`src/rtl/hex_sched_pkg.sv`:
```
// Shared encodings for the HEX bank scheduler: FSM states, BCD nibble width, owner ids.
// Latency: n/a (constants and a constant-foldable helper only).
// Backpressure: n/a.
package hex_sched_pkg;

  localparam int BCD_W = 4;

  localparam logic [1:0] ST_IDLE    = 2'd0;
  localparam logic [1:0] ST_CONVERT = 2'd1;
  localparam logic [1:0] ST_LOAD    = 2'd2;

  localparam logic OWNER_A = 1'b0;
  localparam logic OWNER_B = 1'b1;

  // 10^n as a 64-bit value; used for the saturation threshold.
  function automatic logic [63:0] pow10(input int n);
    logic [63:0] r;
    r = 64'd1;
    for (int i = 0; i < n; i++) begin
      r = r * 64'd10;
    end
    return r;
  endfunction

endpackage

```
`src/rtl/hex_display_sched_if.sv`:
```
// Request/grant and display bus between the value sources, the scheduler and the decoders.
// Latency: n/a (wires only).
// Backpressure: level requests held by the source until a one-cycle grant pulse returns.
interface hex_display_sched_if
  import hex_sched_pkg::*;
#(
  parameter int NUM_DIGITS = 6,
  parameter int VAL_W      = 20
);
  logic                          req_a;
  logic [VAL_W-1:0]              val_a;
  logic                          req_b;
  logic [VAL_W-1:0]              val_b;
  logic                          grant_a;
  logic                          grant_b;
  logic [BCD_W*NUM_DIGITS-1:0]   digits;
  logic [NUM_DIGITS-1:0]         blank;
  logic                          owner;
  logic                          busy;
  logic                          ovf;

  modport master (
    output req_a, val_a, req_b, val_b,
    input  grant_a, grant_b, digits, blank, owner, busy, ovf
  );

  modport slave (
    input  req_a, val_a, req_b, val_b,
    output grant_a, grant_b, digits, blank, owner, busy, ovf
  );
endinterface

```
`src/rtl/bin2bcd_seq.sv`:
```
// Serial double-dabble binary-to-BCD converter, one add-3-then-shift step per cycle, MSB first.
// Latency: VAL_W cycles after start; done is high in the cycle whose closing edge performs the last step.
// Backpressure: none; a start restarts the conversion and discards any value in flight.
module bin2bcd_seq
  import hex_sched_pkg::*;
#(
  parameter int NUM_DIGITS = 6,
  parameter int VAL_W      = 20
) (
  input  logic                        clock,
  input  logic                        reset,
  input  logic                        start,
  input  logic [VAL_W-1:0]            bin,
  output logic                        done,
  output logic [BCD_W*NUM_DIGITS-1:0] bcd,
  output logic                        ovf
);
  localparam int BCD_TOT = BCD_W * NUM_DIGITS;
  localparam int CNT_W   = $clog2(VAL_W + 1);

  logic [VAL_W-1:0]   sh_q, sh_d;
  logic [BCD_TOT-1:0] bcd_q, bcd_d;
  logic [CNT_W-1:0]   cnt_q, cnt_d;
  logic               ovf_q, ovf_d;
  logic [BCD_TOT-1:0] adj;

  // Add 3 to every nibble that is 5 or more before the shift.
  always_comb begin
    for (int i = 0; i < NUM_DIGITS; i++) begin
      adj[i*BCD_W +: BCD_W] = (bcd_q[i*BCD_W +: BCD_W] >= 4'd5) ?
                              bcd_q[i*BCD_W +: BCD_W] + 4'd3 :
                              bcd_q[i*BCD_W +: BCD_W];
    end
  end

  // Load on start, otherwise shift one binary bit into the BCD register per cycle.
  // Digits above NUM_DIGITS are dropped; the latched ovf flag overrides them.
  always_comb begin
    sh_d  = sh_q;
    bcd_d = bcd_q;
    cnt_d = cnt_q;
    ovf_d = ovf_q;
    if (start) begin
      sh_d  = bin;
      bcd_d = '0;
      cnt_d = CNT_W'(VAL_W);
      ovf_d = (64'(bin) >= pow10(NUM_DIGITS));
    end else if (cnt_q != '0) begin
      bcd_d = BCD_TOT'({adj, sh_q[VAL_W-1]});
      sh_d  = {sh_q[VAL_W-2:0], 1'b0};
      cnt_d = cnt_q - CNT_W'(1);
    end
  end

  // Converter state registers.
  always_ff @(posedge clock or posedge reset) begin
    if (reset) begin
      sh_q  <= '0;
      bcd_q <= '0;
      cnt_q <= '0;
      ovf_q <= 1'b0;
    end else begin
      sh_q  <= sh_d;
      bcd_q <= bcd_d;
      cnt_q <= cnt_d;
      ovf_q <= ovf_d;
    end
  end

  assign done = (cnt_q == CNT_W'(1)) && !start;
  assign bcd  = bcd_q;
  assign ovf  = ovf_q;
endmodule

```
`src/rtl/hex_display_sched.sv`:
```
// Shares the HEX digit bank between score (A) and debug (B) sources; optional HEX_SCHED_BLANK_EN blanks leading zeros.
// Latency: grant at E0, display updated atomically at E(VAL_W+1); busy spans E0..E(VAL_W+1).
// Backpressure: requests wait in IDLE; while hold runs only the current owner may refresh.
module hex_display_sched
  import hex_sched_pkg::*;
#(
  parameter int NUM_DIGITS  = 6,
  parameter int VAL_W       = 20,
  parameter int HOLD_CYCLES = 50_000_000
) (
  input  logic               clock,
  input  logic               reset,
  hex_display_sched_if.slave bus
);
  localparam int                DW          = BCD_W * NUM_DIGITS;
  localparam int                HOLD_W      = $clog2(HOLD_CYCLES + 1);
  localparam logic [HOLD_W-1:0] HOLD_RELOAD = HOLD_W'(HOLD_CYCLES);

  logic [1:0]            state_q, state_d;
  logic [HOLD_W-1:0]     hold_q, hold_d;
  logic                  last_q, last_d;
  logic                  owner_q, owner_d;
  logic                  grant_a_q, grant_a_d;
  logic                  grant_b_q, grant_b_d;
  logic                  busy_q, busy_d;
  logic                  ovf_q, ovf_d;
  logic [DW-1:0]         digits_q, digits_d;
  logic [NUM_DIGITS-1:0] blank_q, blank_d;

  logic                  elig_a, elig_b, pick_a, pick_b;
  logic                  conv_start, conv_done, conv_ovf;
  logic [VAL_W-1:0]      conv_bin;
  logic [DW-1:0]         conv_bcd, shown;
  logic [NUM_DIGITS-1:0] shown_blank;
`ifdef HEX_SCHED_BLANK_EN
  logic                  lead;
`endif

  // Eligibility is gated by the hold window; ties go to the source not granted last.
  always_comb begin
    elig_a     = bus.req_a && ((hold_q == '0) || (owner_q == OWNER_A));
    elig_b     = bus.req_b && ((hold_q == '0) || (owner_q == OWNER_B));
    pick_a     = elig_a && (!elig_b || (last_q == OWNER_B));
    pick_b     = elig_b && !pick_a;
    conv_start = (state_q == ST_IDLE) && (pick_a || pick_b);
    conv_bin   = pick_b ? bus.val_b : bus.val_a;
  end

  bin2bcd_seq #(
    .NUM_DIGITS (NUM_DIGITS),
    .VAL_W      (VAL_W)
  ) u_conv (
    .clock (clock),
    .reset (reset),
    .start (conv_start),
    .bin   (conv_bin),
    .done  (conv_done),
    .bcd   (conv_bcd),
    .ovf   (conv_ovf)
  );

  // Display image (saturated to all nines on overflow) and its blank mask.
  always_comb begin
    shown       = conv_ovf ? {NUM_DIGITS{4'h9}} : conv_bcd;
    shown_blank = '0;
`ifdef HEX_SCHED_BLANK_EN
    lead = 1'b1;
    for (int i = NUM_DIGITS - 1; i >= 1; i--) begin
      lead           = lead && (shown[i*BCD_W +: BCD_W] == 4'd0);
      shown_blank[i] = lead;
    end
`endif
  end

  // Scheduler FSM: grant in IDLE, wait for the converter, publish everything in LOAD.
  always_comb begin
    state_d   = state_q;
    hold_d    = (hold_q != '0) ? hold_q - HOLD_W'(1) : hold_q;
    last_d    = last_q;
    owner_d   = owner_q;
    grant_a_d = 1'b0;
    grant_b_d = 1'b0;
    busy_d    = busy_q;
    ovf_d     = ovf_q;
    digits_d  = digits_q;
    blank_d   = blank_q;
    case (state_q)
      ST_IDLE: begin
        if (conv_start) begin
          grant_a_d = pick_a;
          grant_b_d = pick_b;
          last_d    = pick_b ? OWNER_B : OWNER_A;
          busy_d    = 1'b1;
          state_d   = ST_CONVERT;
        end
      end
      ST_CONVERT: begin
        if (conv_done) state_d = ST_LOAD;
      end
      ST_LOAD: begin
        digits_d = shown;
        blank_d  = shown_blank;
        ovf_d    = conv_ovf;
        owner_d  = last_q;
        hold_d   = HOLD_RELOAD;
        busy_d   = 1'b0;
        state_d  = ST_IDLE;
      end
      default: state_d = ST_IDLE;
    endcase
  end

  // Scheduler registers; reset discards any conversion in flight.
  always_ff @(posedge clock or posedge reset) begin
    if (reset) begin
      state_q   <= ST_IDLE;
      hold_q    <= '0;
      last_q    <= OWNER_B;
      owner_q   <= OWNER_A;
      grant_a_q <= 1'b0;
      grant_b_q <= 1'b0;
      busy_q    <= 1'b0;
      ovf_q     <= 1'b0;
      digits_q  <= '0;
      blank_q   <= '1;
    end else begin
      state_q   <= state_d;
      hold_q    <= hold_d;
      last_q    <= last_d;
      owner_q   <= owner_d;
      grant_a_q <= grant_a_d;
      grant_b_q <= grant_b_d;
      busy_q    <= busy_d;
      ovf_q     <= ovf_d;
      digits_q  <= digits_d;
      blank_q   <= blank_d;
    end
  end

  assign bus.grant_a = grant_a_q;
  assign bus.grant_b = grant_b_q;
  assign bus.digits  = digits_q;
  assign bus.blank   = blank_q;
  assign bus.owner   = owner_q;
  assign bus.busy    = busy_q;
  assign bus.ovf     = ovf_q;
endmodule

```
`src/flat_wrapper.sv`:
```
// flat-port wrapper written by rule: the top's interface ports become plain ports
module hex_display_sched_flat import hex_sched_pkg::*;
#(
  parameter int NUM_DIGITS  = 6,
  parameter int VAL_W       = 20,
  parameter int HOLD_CYCLES = 50_000_000
)
  (clock, reset, bus_req_a, bus_val_a, bus_req_b, bus_val_b, bus_grant_a, bus_grant_b, bus_digits, bus_blank, bus_owner, bus_busy, bus_ovf);
  hex_display_sched_if #(.NUM_DIGITS(NUM_DIGITS), .VAL_W(VAL_W)) bus_i ();
  input  logic clock;
  input  logic reset;
  input wire logic [$bits(bus_i.req_a)-1:0] bus_req_a;
  input wire logic [$bits(bus_i.val_a)-1:0] bus_val_a;
  input wire logic [$bits(bus_i.req_b)-1:0] bus_req_b;
  input wire logic [$bits(bus_i.val_b)-1:0] bus_val_b;
  output wire logic [$bits(bus_i.grant_a)-1:0] bus_grant_a;
  output wire logic [$bits(bus_i.grant_b)-1:0] bus_grant_b;
  output wire logic [$bits(bus_i.digits)-1:0] bus_digits;
  output wire logic [$bits(bus_i.blank)-1:0] bus_blank;
  output wire logic [$bits(bus_i.owner)-1:0] bus_owner;
  output wire logic [$bits(bus_i.busy)-1:0] bus_busy;
  output wire logic [$bits(bus_i.ovf)-1:0] bus_ovf;
  assign bus_i.req_a = bus_req_a;
  assign bus_i.val_a = bus_val_a;
  assign bus_i.req_b = bus_req_b;
  assign bus_i.val_b = bus_val_b;
  assign bus_grant_a = bus_i.grant_a;
  assign bus_grant_b = bus_i.grant_b;
  assign bus_digits = bus_i.digits;
  assign bus_blank = bus_i.blank;
  assign bus_owner = bus_i.owner;
  assign bus_busy = bus_i.busy;
  assign bus_ovf = bus_i.ovf;
  hex_display_sched #(.NUM_DIGITS(NUM_DIGITS), .VAL_W(VAL_W), .HOLD_CYCLES(HOLD_CYCLES)) u_core (.clock(clock), .reset(reset), .bus(bus_i));
endmodule
```
`config.mk`:
```
export PLATFORM = sky130hd
export DESIGN_NAME = hex_display_sched_flat
export DESIGN_NICKNAME = d
export VERILOG_FILES = /design/src/rtl/hex_sched_pkg.sv /design/src/rtl/hex_display_sched_if.sv /design/src/rtl/bin2bcd_seq.sv /design/src/rtl/hex_display_sched.sv /design/src/flat_wrapper.sv
export SDC_FILE = /design/constraint.sdc
export NUM_CORES = 1
export LEC_CHECK = 0
export ABC_AREA = 1
export CORE_MARGIN = 2
export CORE_UTILIZATION = 44
export DETAILED_ROUTE_END_ITERATION = 6
export PLACE_DENSITY = 0.66
export SETUP_SLACK_MARGIN = 0.02
export SLEW_MARGIN = 40
export SYNTH_ARGS = -nofsm -noshare
export SYNTH_HDL_FRONTEND = slang
export SYNTH_SLANG_ARGS = --single-unit
export TNS_END_PERCENT = 100
```
`constraint.sdc`:
```
create_clock -name clock -period 4.1 [get_ports clock]
set_clock_uncertainty 0.05 [all_clocks]
set_input_delay 0.41 -clock clock [delete_from_list [all_inputs] [get_ports clock]]
set_output_delay 0.41 -clock clock [all_outputs]
set_load 0.02 [all_outputs]
```
; Word level (Yosys, flattened, before mapping)
; Index checks and enable logic that the tools add are counted.
; W data, S select, Z words.
[totals]
romBits = 0
latchBits = 0
word_cells = 84
reg_bits = 114
mem_bits_rw = 0
n_memories = 0
in_bits = 44
out_inout_bits = 35
[op_classes]
n_eq_ne = 5
add_sub_neg = 8
multipliers = 0
n_shift = 0
bitwise = 1
mux = 26
n_lt_le_gt_ge = 7
reduce_logical = 23
n_div = 0
[ops]
columns = op, count
row1 = $mux W24, 3
row2 = $mux W20, 3
row3 = $mux W26, 2
row4 = $logic_not A26 Y1, 1
row5 = $reduce_bool A26 Y1, 1
row6 = $sub A26 B1 Y26 const B, 1
row7 = $ge A4 B3 Y1 const B, 6
row8 = $add A4 B2 Y4 const B, 5
row9 = $ge A20 B20 Y1 const B, 1
row10 = $mux W4, 5
row11 = $mux W5, 2
row12 = $logic_and A1 B1 Y1, 6
row13 = $mux W1, 6
row14 = $reduce_and A2 Y1, 3
row15 = $reduce_bool A2 Y1, 3
row16 = $eq A5 B1 Y1 const B, 1
row17 = $reduce_bool A5 Y1, 1
row18 = $sub A5 B1 Y5 const B, 1
row19 = $logic_or A1 B1 Y1, 4
row20 = $mux W2, 2
row21 = $pmux W2 S2, 1
row22 = $add A3 B2 Y3 const B, 1
row23 = $logic_not A1 Y1, 3
row24 = $mux W3, 1
row25 = other kinds (7), 7

; Longest topological paths before layout
[depth]
depth_word = 14
ltp_mapped = 19
depth_no_buf = 18

; Modules after synthesis
; A second synthesis with hierarchy kept.
[unflattened]
hier_cells = 750
hier_area_um2 = 6063.3
[modules_own_cells]
columns = module, seq_area_each_um2, n_inst, cells_per_inst, area_each_um2
row1 = hex_display_sched, 1478.9, 1, 402, 3311.9
row2 = bin2bcd_seq, 1251.2, 1, 348, 2751.4

; Worst setup path before layout
; OpenSTA, ideal clock, no wires.
[synth_path]
kind = register -> register
from = reg u_core.hold_q[0]
to = reg u_core.u_conv.ovf_q, in the netlist u_core.u_conv.ovf
setup_ps = 123
path_slack_ps = 1932
path_buffers = 1
period_less_slack_ps = 2168
required_ps = 3927
stages_incl_launch_ff = 19
t_arrival_ps = 1995
path_cell_list = dfrtp_1 inv_1 ha_1 inv_1 nor2_1 nand3_1 nor2_2 nand3_4 nand2_1 nand2_2 o21ai_4 buf_8 nand2_1 nand2_1 nand3_1 nand2_1 nand2_1 nand2_1 a21oi_2
[synth_between]
elab_chain_len = 10
word_cells_on_any_way = 14
cone_classes = order compare: 1 / mux: 1 / reduce/logical: 12
[synth_lines]
columns = element, line_no
row1 = from (decl), hex_display_sched.sv:20  ; logic [HOLD_W-1:0] hold_q, hold_d;
row2 = from (signal assigned), hex_display_sched.sv:128  ; hold_q <= hold_d;
row3 = $logic_not A26 Y1 (*), "hex_display_sched.sv:41, hex_display_sched.sv:42"
row4 = $logic_or A1 B1 Y1, hex_display_sched.sv:42  ; elig_b = bus.req_b && ((hold_q == '0) || (owner_q == OWNER_B));
row5 = $logic_and A1 B1 Y1, hex_display_sched.sv:42
row6 = $logic_not A1 Y1, hex_display_sched.sv:43  ; pick_a = elig_a && (!elig_b || (last_q == OWNER_B));
row7 = $logic_or A1 B1 Y1, hex_display_sched.sv:43
row8 = $logic_and A1 B1 Y1, hex_display_sched.sv:43
row9 = $logic_not A1 Y1, hex_display_sched.sv:44  ; pick_b = elig_b && !pick_a;
row10 = $logic_and A1 B1 Y1, hex_display_sched.sv:44
row11 = $mux W20 or $logic_or A1 B1 Y1 (tied branches), "hex_display_sched.sv:46, hex_display_sched.sv:45"
row12 = $ge A20 B20 Y1 or $logic_and A1 B1 Y1 (tied branches), "bin2bcd_seq.sv:47, hex_display_sched.sv:45"
row13 = to (signal assigned), bin2bcd_seq.sv:66  ; ovf_q <= ovf_d;
row14 = to (decl), bin2bcd_seq.sv:24  ; logic ovf_q, ovf_d;
; Mark *: on every way between the ends. The rest lies on a longest branch, timed or not.
; A chain may end at the register's enable or synchronous reset.

; Worst setup path in the final report
[layout_path]
from = reg u_core.hold_q[0]
to = reg u_core.u_conv.sh_q[8]
[layout_between]
elab_chain_len = 11
word_cells_on_any_way = 15
cone_classes = mux: 2 / reduce/logical: 13
[layout_lines]
columns = element, line_no
row1 = $logic_not A26 Y1 (*), "hex_display_sched.sv:41, hex_display_sched.sv:42"
row2 = $logic_or A1 B1 Y1, hex_display_sched.sv:42
row3 = $logic_and A1 B1 Y1, hex_display_sched.sv:42
row4 = $logic_not A1 Y1, hex_display_sched.sv:43
row5 = $logic_or A1 B1 Y1, hex_display_sched.sv:43
row6 = $logic_and A1 B1 Y1, hex_display_sched.sv:43
row7 = $logic_not A1 Y1, hex_display_sched.sv:44
row8 = $logic_and A1 B1 Y1, hex_display_sched.sv:44
row9 = $logic_or A1 B1 Y1, hex_display_sched.sv:45  ; conv_start = (state_q == ST_IDLE) && (pick_a || pick_b);
row10 = $logic_and A1 B1 Y1, hex_display_sched.sv:45
row11 = $mux W20 or $reduce_bool A2 Y1 (tied branches), -
row12 = to (signal assigned), bin2bcd_seq.sv:58  ; sh_q <= '0;
row13 = to (signal assigned), bin2bcd_seq.sv:63  ; sh_q <= sh_d;
row14 = to (decl), bin2bcd_seq.sv:21  ; logic [VAL_W-1:0] sh_q, sh_d;
; Marks and branches as above.

==> out/summary.txt <==
Result of the run -> complete, no violations
Via count -> 4959
Initial Utilization -> 44.5%
Setup repair after global routing missed its margin -> false
Post-detailed-route wirelength per cell -> 13.9 um
# rows -> 42
Filler cell count -> 1177
Clock-pin slew on the worst setup and hold paths -> 0.07 ns
Chip height -> 119 um
Cells along the critical path -> inv_1 > ha_1 > inv_1 > nor2_1 > nand3_1 > nor2_2 > nand3_4 > a21boi_4 > inv_1 > nand2_1 > nand3_2 > nand2_2 > inv_2 > nand2_1 > o221ai_1
Number of input and output port buffers inserted -> 78
Critical Path End Type -> flop
Mapped Cells -> 720
Worst Path Required -> 4.27 ns
Clock tree from TritonCTS -> done
Post-Syn Nets -> 781
Highest ir drop seen on vdd -> 291 uV
Synthesis-to-layout area growth -> 20.5%
Critical Path Start Type -> flop
Primary flip-flop cell chosen by synthesis mapping -> dfrtp_1
Post-detailed-routing wire length -> 13400 um
Placer's final routability congestion estimate -> 0.808
Post-synth EDFFs -> 0
Final hold slack -> 0.395 ns
Insertion delay of the later-clocked pin in the worst-skew pair -> 0.36 ns
N_diodes -> 0
Cell leakage power -> 3.23 nW
Number of levels the H-tree was split into -> 3
Via density -> 5.14
Yosys warns -> 0
CP dominant cell by count -> inv_1
Arrival @ worst endpoint -> 3.15 ns
Layout net count -> 845
Period utilisation layout -> 72.7%
Type of the worst setup path -> flop to flop
Final critical-path required period -> 2.98 ns
Floorplan die area -> 14200 um2
Proportion of layout cells with a drive suffix above 1 -> 7.60%
First-iteration detailed-routing DRC count -> 345
Number of max-capacitance violations reported -> 0
Setup Fix Bufs, Post-CTS -> 0
Total power of the final layout -> 4.25 mW
Worst Max-Slew Pin Slew -> 0.716 ns
Pin count of the biggest net entering global routing -> 65
Die W -> 119 um
Pwr/cell area -> 605 nW/um2
Syn avg cell area -> 8.09 um2
Number of antenna violations at the first check in global routing -> 0
Cell at the root of the clock tree -> clkbuf_16
Cell with the largest stage delay on the worst path -> dfrtp_1
Worst Setup Slack, final -> 1.12 ns
Router iterations before antenna repair -> 7
Seq cells post-synth -> 109
I/O Pins -> 79
Count of final hold-check violations -> 0
Post-DP HPWL -> 9200 um
Final-report max-slew violation count -> 0
Post-CTS Resized -> 0
Residual DRC count -> 0
Class of the worst hold path -> flop to flop
Number of distinct library cell variants in the gate-level netlist after synthesis -> 44
Hold buffer count at cts -> 0
First-pass GRT wire length -> 22900 um
Register area share after synthesis -> 46.9%
Largest buffer count on any clock path -> 2
Proportion of register bits with asynchronous set or reset after synthesis -> 100%
Final count of negative-setup-slack endpoints -> 0
Count of clock tree sinks -> 109
Reg area -> 2730 um2
Crit path largest cell delay -> 0.40 ns
Remaining antenna violation count after routing -> 0
Fmax -> 335 MHz
Slew Limit Headroom -> 52.1%
Number of global-route vias before repair -> 4867
CTS Buf Count -> 9
Fin Setup TNS -> 0 ns
Worst slack at placement -> 1.06 ns
Biggest fanout along the worst timing path -> 24
Area of combinational cells with multiple inputs -> 2540 um2
Netlist Area Pre-Place -> 5820 um2
Overflow left after global routing -> 0
Global-route usage over all layers -> 19.7%
Core area -> 13100 um2
==> cell type report <==
cell class,count,share of cell area (%)
well taps,176,3.14
inverters,101,5.47
multi-input cells,478,36.2
repair buffers,85,11.9
flip-flops and latches,109,38.9
clock inverters,6,0.998
clock buffers,10,3.41
==> critical path: cells and delay by family (launching register included) <==
| family | cells | cell delay (ns) |
|---|---|---|
| AO/OA/AOI/OAI | 2 | 0.50 |
| AND/OR/NAND/NOR | 8 | 1.20 |
| flip-flops | 1 | 0.40 |
| adder cells (fa/ha/maj) | 1 | 0.16 |
| buffers and inverters | 4 | 0.54 |
==> report_power, final <==
part / internal (mW) / leakage, nW / switching (mW)
clock network: 0.496 / 0.147 / 0.411
registers: 1.43 / 1.30 / 0.216
logic: 0.691 / 1.78 / 1.00
==> through the flow <==
step           instances  util [%]  area (um2)
3_3_place_gp         949      51.3        6710
6_report             965      53.6        7020
3_5_place_dp         949      51.3        6710
2_1_floorplan        720         -        5820
5_1_grt              965      53.6        7020
4_1_cts              965      53.6        7020
==> synth_stat cells (3+ instances only) <==
cell type | instances | area share, %
nor3_1 | 10 | 0.86
nand3_1 | 52 | 4.5
o221ai_1 | 4 | 0.60
nand2_2 | 6 | 0.64
clkbuf_1 | 12 | 0.77
nor2_1 | 58 | 3.7
a21oi_1 | 48 | 4.1
xor2_1 | 8 | 1.2
ha_1 | 17 | 3.7
buf_2 | 8 | 0.69
dfrtp_1 | 107 | 46
o21ai_0 | 77 | 6.6
mux2i_1 | 6 | 1.0
inv_2 | 3 | 0.19
o21ai_1 | 8 | 0.69
buf_1 | 3 | 0.19
a211oi_1 | 6 | 0.77
nand2_1 | 124 | 8.0
nor2_2 | 9 | 0.97
or2_2 | 6 | 0.64
o211ai_1 | 4 | 0.52
inv_1 | 98 | 6.3
buf_4 | 7 | 0.90
a21o_1 | 3 | 0.39
nand4_1 | 8 | 0.86
nand3b_1 | 3 | 0.39
==> layer usage <==
layer	up-vias	GRT usage, %	share of wire [%]
met5	-	0	0
met4	0	5.36	1.4
met3	16	4.17	3.5
met2	89	34.0	50
met1	2380	25.2	45
li1	2474	-	-
==> kinds of logic after synthesis <==
| family | Yosys count | synth area share, % |
|---|---|---|
| simple gates | 282 | 21.6 |
| compound gates | 164 | 15.9 |
| buf+inv | 133 | 9.52 |
| flops | 109 | 46.9 |
| fa+ha+maj | 17 | 3.65 |
| xor+xnor | 9 | 1.35 |
| mux | 6 | 1.03 |
==> registers in the layout, indices dropped and copies added, names as in the netlist <==
register	cells
u_core.bus.blank	1
u_core.bus.busy	1
u_core.bus.digits	24
u_core.bus.grant_a	1
u_core.bus.grant_b	1
u_core.bus.ovf	1
u_core.bus.owner	1
u_core.hold_q	26
u_core.last_q	1
u_core.state_q	2
u_core.u_conv.bcd	24
u_core.u_conv.cnt_q	5
u_core.u_conv.ovf	1
u_core.u_conv.sh_q	20
==> cell usage in the layout (no fill, tap or decap), types with 3 or more instances in the layout <==
cell type          n
dfrtp_1          107
or2_2              6
nor2_2            10
buf_4              7
nor3_1            10
o211ai_1           4
clkbuf_16          9
o221ai_1           4
mux2i_1            6
o21ai_1            8
a211oi_1           6
nor2_1            57
inv_2              3
o21ai_0           77
nand3_1           52
inv_1             97
nand4_1            8
a21oi_1           48
ha_1              17
nand3b_1           3
a21o_1             3
clkdlybuf4s50_1   78
nand2_1          124
xor2_1             8
nand2_2            6
==> final timing paths <==
| path | from | endpoint | slack (ns) | cells after the start |
|---|---|---|---|---|
| max in group asynchronous | reset | u_core.u_conv.cnt_q[0]$_DFFE_PP0P_ | 2.77 | 3 |
| max reg2reg | u_core.hold_q[0]$_DFFE_PP0P_ | u_core.u_conv.sh_q[8]$_DFFE_PP0P_ | 1.12 | 15 |
| min | u_core.state_q[1]$_DFFE_PP0P_ | u_core.state_q[1]$_DFFE_PP0P_ | 0.40 | 1 |
| min in group asynchronous | reset | u_core.bus.digits[16]$_DFFE_PP0P_ | 0.46 | 2 |
| max | u_core.hold_q[0]$_DFFE_PP0P_ | u_core.u_conv.sh_q[8]$_DFFE_PP0P_ | 1.12 | 15 |
| min reg2reg | u_core.state_q[1]$_DFFE_PP0P_ | u_core.state_q[1]$_DFFE_PP0P_ | 0.40 | 1 |
Power figures use the tool's default switching activity.
